==> src/rtl/lod_seq_pkg.sv <==
// rtl/lod_seq_pkg.sv - shared types and helpers for the sequential leading-one scanner
package lod_seq_pkg;

    typedef enum logic [1:0] {
        IDLE = 2'd0,
        SCAN = 2'd1,
        DONE = 2'd2
    } lod_seq_state_t;

    function automatic int lod_seq_nib(input int width);
        return width / 4;
    endfunction

    function automatic logic [1:0] lod_seq_enc4(input logic [3:0] d);
        logic [1:0] e;
        e = 2'd0;
        case (d)
            4'b1000: e = 2'd3;
            4'b0100: e = 2'd2;
            4'b0010: e = 2'd1;
            default: e = 2'd0;
        endcase
        return e;
    endfunction

endpackage

==> src/rtl/lod4_bit.sv <==
// rtl/lod4_bit.sv - 4-bit leading-one detector, one-hot output plus any-one flag
module lod4_bit (
    input  logic [3:0] a,
    output logic [3:0] d,
    output logic       or_out
);

    assign or_out = |a;
    assign d[3]   = a[3];
    assign d[2]   = ~a[3] & a[2];
    assign d[1]   = ~a[3] & ~a[2] & a[1];
    assign d[0]   = ~(|a[3:1]) & a[0];

endmodule

==> src/rtl/lod_seq_scan.sv <==
// rtl/lod_seq_scan.sv - nibble-serial leading-one detector; LOD_SEQ_BACK2BACK_EN overlaps retire with accept
module lod_seq_scan
    import lod_seq_pkg::*;
#(
    parameter int WIDTH = 16,
    parameter int POS_W = $clog2(WIDTH)
) (
    input  logic             clk,
    input  logic             rst_n,
    input  logic             in_valid,
    output logic             in_ready,
    input  logic [WIDTH-1:0] in_data,
    output logic             out_valid,
    input  logic             out_ready,
    output logic [POS_W-1:0] out_pos,
    output logic             out_zero,
    output logic [WIDTH-2:0] out_frac
);

    localparam int NIB   = lod_seq_nib(WIDTH);
    localparam int IDX_W = (NIB > 1) ? $clog2(NIB) : 1;
    localparam logic [IDX_W-1:0] IDX_TOP = IDX_W'(NIB - 1);

    lod_seq_state_t   state_q, state_d;
    logic [IDX_W-1:0] idx_q, idx_d;
    logic [WIDTH-1:0] data_q, data_d;
    logic             valid_q, valid_d;
    logic [POS_W-1:0] pos_q, pos_d;
    logic             zero_q, zero_d;
    logic [WIDTH-2:0] frac_q, frac_d;

    logic [3:0]       nib;
    logic [3:0]       lod_d;
    logic             lod_or;
    logic [POS_W-1:0] hit_pos;
    logic [WIDTH-2:0] hit_frac;
    logic             accept;

    assign nib = data_q[{idx_q, 2'b00} +: 4];

    lod4_bit u_lod (
        .a      (nib),
        .d      (lod_d),
        .or_out (lod_or)
    );

    assign hit_pos  = POS_W'({idx_q, lod_seq_enc4(lod_d)});
    // Shift the leading one out of the top so the bits below it land left-aligned.
    assign hit_frac = (WIDTH-1)'(data_q << (POS_W'(WIDTH - 1) - hit_pos));

`ifdef LOD_SEQ_BACK2BACK_EN
    assign in_ready = (state_q == IDLE) || ((state_q == DONE) && out_ready);
`else
    assign in_ready = (state_q == IDLE);
`endif

    assign accept = in_valid && in_ready;

    always_comb begin
        state_d = state_q;
        idx_d   = idx_q;
        data_d  = data_q;
        valid_d = valid_q;
        pos_d   = pos_q;
        zero_d  = zero_q;
        frac_d  = frac_q;
        case (state_q)
            IDLE: begin
                if (accept) begin
                    data_d  = in_data;
                    idx_d   = IDX_TOP;
                    state_d = SCAN;
                end
            end
            SCAN: begin
                if (lod_or) begin
                    pos_d   = hit_pos;
                    frac_d  = hit_frac;
                    zero_d  = 1'b0;
                    valid_d = 1'b1;
                    state_d = DONE;
                end else if (idx_q == '0) begin
                    pos_d   = '0;
                    frac_d  = '0;
                    zero_d  = 1'b1;
                    valid_d = 1'b1;
                    state_d = DONE;
                end else begin
                    idx_d = idx_q - 1'b1;
                end
            end
            DONE: begin
                if (out_ready) begin
                    valid_d = 1'b0;
                    // accept can only be high here when back-to-back operation is built in
                    if (accept) begin
                        data_d  = in_data;
                        idx_d   = IDX_TOP;
                        state_d = SCAN;
                    end else begin
                        state_d = IDLE;
                    end
                end
            end
            default: state_d = IDLE;
        endcase
    end

    always_ff @(posedge clk) begin
        if (!rst_n) begin
            state_q <= IDLE;
            idx_q   <= '0;
            data_q  <= '0;
            valid_q <= 1'b0;
            pos_q   <= '0;
            zero_q  <= 1'b0;
            frac_q  <= '0;
        end else begin
            state_q <= state_d;
            idx_q   <= idx_d;
            data_q  <= data_d;
            valid_q <= valid_d;
            pos_q   <= pos_d;
            zero_q  <= zero_d;
            frac_q  <= frac_d;
        end
    end

    assign out_valid = valid_q;
    assign out_pos   = pos_q;
    assign out_zero  = zero_q;
    assign out_frac  = frac_q;

endmodule

==> config.mk <==
export PLATFORM = sky130hd
export DESIGN_NAME = lod_seq_scan
export DESIGN_NICKNAME = d
export VERILOG_FILES = /design/src/rtl/lod_seq_pkg.sv /design/src/rtl/lod4_bit.sv /design/src/rtl/lod_seq_scan.sv
export SDC_FILE = /design/constraint.sdc
export NUM_CORES = 1
export LEC_CHECK = 0
export BUFFER_PORTS_ARGS = -buffer_cell sky130_fd_sc_hd__buf_2
export CORE_MARGIN = 8
export CORE_UTILIZATION = 40
export CTS_CLUSTER_SIZE = 28
export DETAILED_ROUTE_END_ITERATION = 12
export GPL_ROUTABILITY_DRIVEN = 0
export RECOVER_POWER = 100
export REMOVE_ABC_BUFFERS = 1
export SLEW_MARGIN = 20
export SYNTH_ARGS = -nofsm -noshare
export SYNTH_HDL_FRONTEND = slang
export SYNTH_SLANG_ARGS = --single-unit
==> constraint.sdc <==
create_clock -name clk -period 4.5 [get_ports clk]
set_input_delay 0.45 -clock clk [delete_from_list [all_inputs] [get_ports clk]]
set_output_delay 0.45 -clock clk [all_outputs]
set_load 0.005 [all_outputs]
-- Word level (Yosys, flattened, before mapping)
Cells that the tools add are included.
- register bits after elaboration: 41
- input bits: 20
- output and inout bits: 22
- $add $sub $neg: 2
- eq/ne operators: 10
- shift-type cells: 2
- muxes and demuxes: 24
- bitwise operators: 7
- reductions and logical operators: 14
- operators by type and width (kind ; number):
    two-way mux 16 bit ; 2
    one-hot mux 16 bit (2 select lines) ; 1
    two-way mux 15 bit ; 2
    one-hot mux 2 bit (3 select lines) ; 3
    two-way mux 2 bit ; 8
    indexed part select 16 x 5 -> 4 bit ; 1
    left shift 16 x 4 -> 15 bit ; 1
    two-way mux 4 bit ; 2
    != test 2 bit, second input constant ; 3
    AND reduction 3 bit ; 2
    nonzero test 2 bit ; 3
    two-way mux 1 bit ; 5
    bitwise AND 1 bit ; 4
    equality test 4 x 2 -> 1 bit, second input constant ; 1
    equality test 4 x 3 -> 1 bit, second input constant ; 1
    equality test 4 bit, second input constant ; 1
    zero test 2 bit ; 2
    AND reduction 2 bit ; 2
    AND reduction 4 bit ; 1
    OR reduction 4 bit ; 1
    subtractor 4 bit, first input constant ; 1
    != test 3 bit, second input constant ; 1
    inverter 1 bit ; 3
    nonzero test 3 bit ; 1
    other kinds (7) ; 7

-- Depth between registers and ports, before layout
- word-level depth: 9
- depth in mapped cells: 10
- mapped depth without buffers: 8

-- Hierarchy
From an unflattened synthesis, not the netlist that was laid out.
- cells, all modules: 272
- area total of the unflattened synthesis: 2263.4 um^2
- modules (own cells, without submodules) (module ; times used ; cells an instance ; area each (um^2) ; sequential area each (um^2)):
    lod_seq_scan ; 1 ; 267 ; 2225.9 ; 820.8
    lod4_bit ; 1 ; 5 ; 37.5 ; 0.0

-- Least setup slack after synthesis
OpenSTA, ideal clock, no wires.
- kind: register -> register
- start: register idx_q[0]
- end: register frac_q[13], in the netlist out_frac[13]
- library setup time: 0.132 ns
- arrival time: 2.184 ns
- data required time: 4.368 ns
- setup slack: 2.183 ns
- stages on the path, launching flop included: 8
- buffers on the path: 1
- period minus slack after synthesis: 2.317 ns
- cells stage by stage: dfxtp_1 -> buf_6 -> mux4_2 -> or4_1 -> nand3_2 -> nor2_1 -> a222oi_1 -> a21oi_1
- cells in the longest elaborated chain, start to end: 9
- elaborated cells between the ends (all ways): 20
- ends and longest elaborated chain (element ; line ; source):
    from (decl) ; lod_seq_scan.sv:25 ; logic [IDX_W-1:0] idx_q, idx_d;
    from (signal assigned) ; lod_seq_scan.sv:120 ; idx_q <= idx_d;
    indexed part select 16 x 5 -> 4 bit ; lod_seq_scan.sv:39 ; assign nib = data_q[{idx_q, 2'b00} +: 4];
    OR reduction 3 bit (tied with other cells) ; lod4_bit.sv:12 ; assign d[0] = ~(|a[3:1]) & a[0];
    inverter 1 bit / bitwise AND 1 bit (equally long branches) ; lod4_bit.sv:12, lod4_bit.sv:11 ;
    bitwise AND 1 bit, on equally long branches ; lod4_bit.sv:12, lod4_bit.sv:11 ;
    equality test 4 x 2 -> 1 bit (tied with other cells) ; lod_seq_pkg.sv:17 ; case (d)
    one-hot mux 2 bit (3 select lines) ; lod_seq_pkg.sv:17 ;
    subtractor 4 bit ; lod_seq_scan.sv:49 ; assign hit_frac = (WIDTH-1)'(data_q << (POS_W'(WIDTH - 1) - hit_pos));
    left shift 16 x 4 -> 15 bit ; lod_seq_scan.sv:49 ;
    two-way mux 15 bit ; lod_seq_scan.sv:76 ; if (lod_or) begin
    to (signal assigned) ; lod_seq_scan.sv:125 ; frac_q <= frac_d;
    to (decl) ; lod_seq_scan.sv:30 ; logic [WIDTH-2:0] frac_q, frac_d;
Several ways; a longest one is shown, not always the timed one.
A chain may end at the register's enable or synchronous reset.

-- Final worst setup path
- start: register idx_q[0]
- end: register frac_q[9], in the netlist out_frac[9]
Same word-level chain as after synthesis.

==> results.cfg <==
[worst_setup_path]
crit_chain = mux4_2 > or3_1 > o31ai_4 > nand2_1 > and3_1 > a311oi_1
reg2reg_depth = 6
crit_path_top_delay_cell = mux4_2
cp-start-kind = flop
worstPathMaxFanout = 27
cp_slowest_stage_delay_ns = 0.79
critPathArrivalTime_ns = 3.54
worstPathRequired_ns = 4.71
crit_path_end_kind = flop
crit_type = flop to flop

[floorplanning]
ios = 42
dieArea_mm2 = 0.00867
floorplan.core_area_mm2 = 0.00582
num_rows = 28
initial_core_util_pct = 40.9
dieWidth_um = 93.1
die_h_um = 93.1

[timing]
min_period_over_period_pct = 74.1
finalSetupViolCount = 0
setup_ws_ns = 1.16
slew_headroom_pct = 43.5
rsz0062_at_grt = no
worst_slew_pin_slew_ns = 0.848
hold_violations = 0
maxSlewViolCount = 0
timing.fmax_mhz = 300
tns_ns = 0
period_needed_ns = 3.34
clock_skew_ns = 0.00742

[logic_synthesis]
avgSynthCellArea_um2 = 7.87
yosys.area_share.simple_pct = 21.4
ys_warn_count = 0
syn_inst = 302
synth-compound-area-share_pct = 26.5
ys_seq_area_share_pct = 34.5
synthMuxAreaShare_pct = 9.00
synth_ff_type = dfxtp_1
synth_edf_count = 0
synthAdderAreaFrac_pct = 2.63
yosysUniqueCellTypes = 47
synthArstFlopShare_pct = 0
ys_ff_latch = 41
synth_top_family_by_area = compound AO/OA/AOI/OAI gates
synth-xor-area-share_pct = 0
syn-cell-area_mm2 = 0.00238

[min_path]
min_path_type = primary input to flop
whs_path_depth = 3

[cells_and_area]
n_fill_cell = 641
finalInstanceArea_mm2 = 0.00268
drive_gt1_share_pct = 14.8
diodes = 0
final_cell_mix = nand2_1, dfxtp_1, a21oi_1, buf_2, nor2_1
fin_nets = 355
areaGrowthSynthToFinish_pct = 12.6
multi_input_area_mm2 = 0.00142
regArea_um2 = 821
layout_commonest_cell = nand2_1

[pwr]
max-vdd-ir-drop_mv = 0.140
powerDensity_mw_per_mm2 = 439
p_leak_nw = 0.980

[clock_tree]
cts_buffer_depth = 2
cts-root-buf = clkbuf_8
post_cts_buffers = 0
cts.sinks = 41
hold_buffers = 0
clkTransAtPathRegs_ns = 0.08
cts_made_buffers = 5
post_cts_resized = 0
htreeDepth = 2
insertion_delay_ns = 0.30
cts_tree = done

[route]
drt-initial-drc-count = 210
ant_nets = 0
vias_per_cell = 5.48
routed_wl_um = 6230
vias = 2226
drcViolationCount = 0
drt-pass1-iter-count = 4
routedWlPerCell_um = 15.3

[placed_design]
io_buffers = 41
dp_hpwl_um = 4520
place_area_mm2 = 0.00259
pre_cts_slack_ns = 1.12

[global_routing]
grt_pass1_wl_um = 10400
grt_max_degree = 28
grt_pass1_vias = 2105
grt_usage_pct = 14.8
antenna_found_initial = 0
grt_overflow = 0

[job]
max-cap-violations = 0

[outcome]
status = completed
## Yosys cell counts, types with 3 or more instances
cell type	number	area [um^2]
nand2_1	56	210
dfxtp_1	41	821
a21oi_1	35	175
clkbuf_1	16	60.1
nor2_1	16	60.1
inv_1	13	48.8
o21ai_0	13	65.1
mux2i_1	9	90.1
nand2b_1	9	56.3
nor2b_1	9	56.3
a22oi_1	7	52.6
a211oi_1	6	45.0
o22ai_1	6	37.5
ha_1	5	62.6
nand3_1	5	25.0
a21boi_0	4	30.0
a2bb2oi_1	4	35.0
a31oi_1	4	25.0
mux4_2	4	90.1
a32oi_1	3	26.3
mux2_2	3	33.8
or3_1	3	18.8
## final cells by class
class                      instances  share of cell area [%]
clock buffer                       7                    3.60
inverter                          13                    1.82
multi-input combinational        227                    52.9
timing repair buffer              42                    7.38
clock inverter                     1                   0.187
sequential                        41                    30.7
tap                               75                    3.50
## report_power, final
group	switching (mW)	internal (mW)
Sequential	0.0572	0.400
Combinational	0.276	0.177
Clock	0.127	0.139
## through the flow
step           power (mW)  utilization [%]  hold WS [ns]  instances
5_1_grt              1.26             46.0         0.389        406
4_1_cts              1.18             46.3         0.382        406
3_3_place_gp        0.917             44.6         0.449        398
3_5_place_dp        0.919             44.6         0.457        398
6_report             1.18             46.0         0.383        406
2_1_floorplan       0.786                -         0.440        281
## critical path, delay by kind of cell, from the launching register on
kind,cells,cell delay [ns]
AO/OA/AOI/OAI,2,0.94
multiplexers,1,0.79
flip-flops,1,0.62
AND/OR/NAND/NOR,3,0.89
## cells by family after synthesis
kind of cell,count (synthesis)
multiplexers,16
adder cells (fa/ha/maj),5
buffers and inverters,34
AO/OA/AOI/OAI,97
AND/OR/NAND/NOR,109
flip-flops,41
## state kept, by name (all words and copies together) (netlist names)
register,count
out_frac,15
out_pos,4
out_valid,1
data_q,16
idx_q,2
out_zero,1
state_q,2
## path summary, 6_finish.rpt
check        slack, ns                  endpoint                     from
max               1.16  out_frac[9]$_SDFFE_PN0P_    idx_q[0]$_SDFFE_PN0P_
min               0.38    data_q[9]$_SDFFE_PN0P_               in_data[9]
max reg2reg       1.16  out_frac[9]$_SDFFE_PN0P_    idx_q[0]$_SDFFE_PN0P_
min reg2reg       0.46   out_pos[1]$_SDFFE_PN0P_  out_pos[1]$_SDFFE_PN0P_
## layer usage
| layer | global-route usage (%) | vias up | routed length (um) |
|---|---|---|---|
| li1 | - | 1131 | - |
| met1 | 18.6 | 1025 | 2940 |
| met2 | 23.3 | 61 | 2830 |
| met3 | 3.77 | 9 | 327 |
| met4 | 6.31 | 0 | 128 |
| met5 | 0 | - | 0 |
Note: power is estimated with default switching activity, not from simulation.
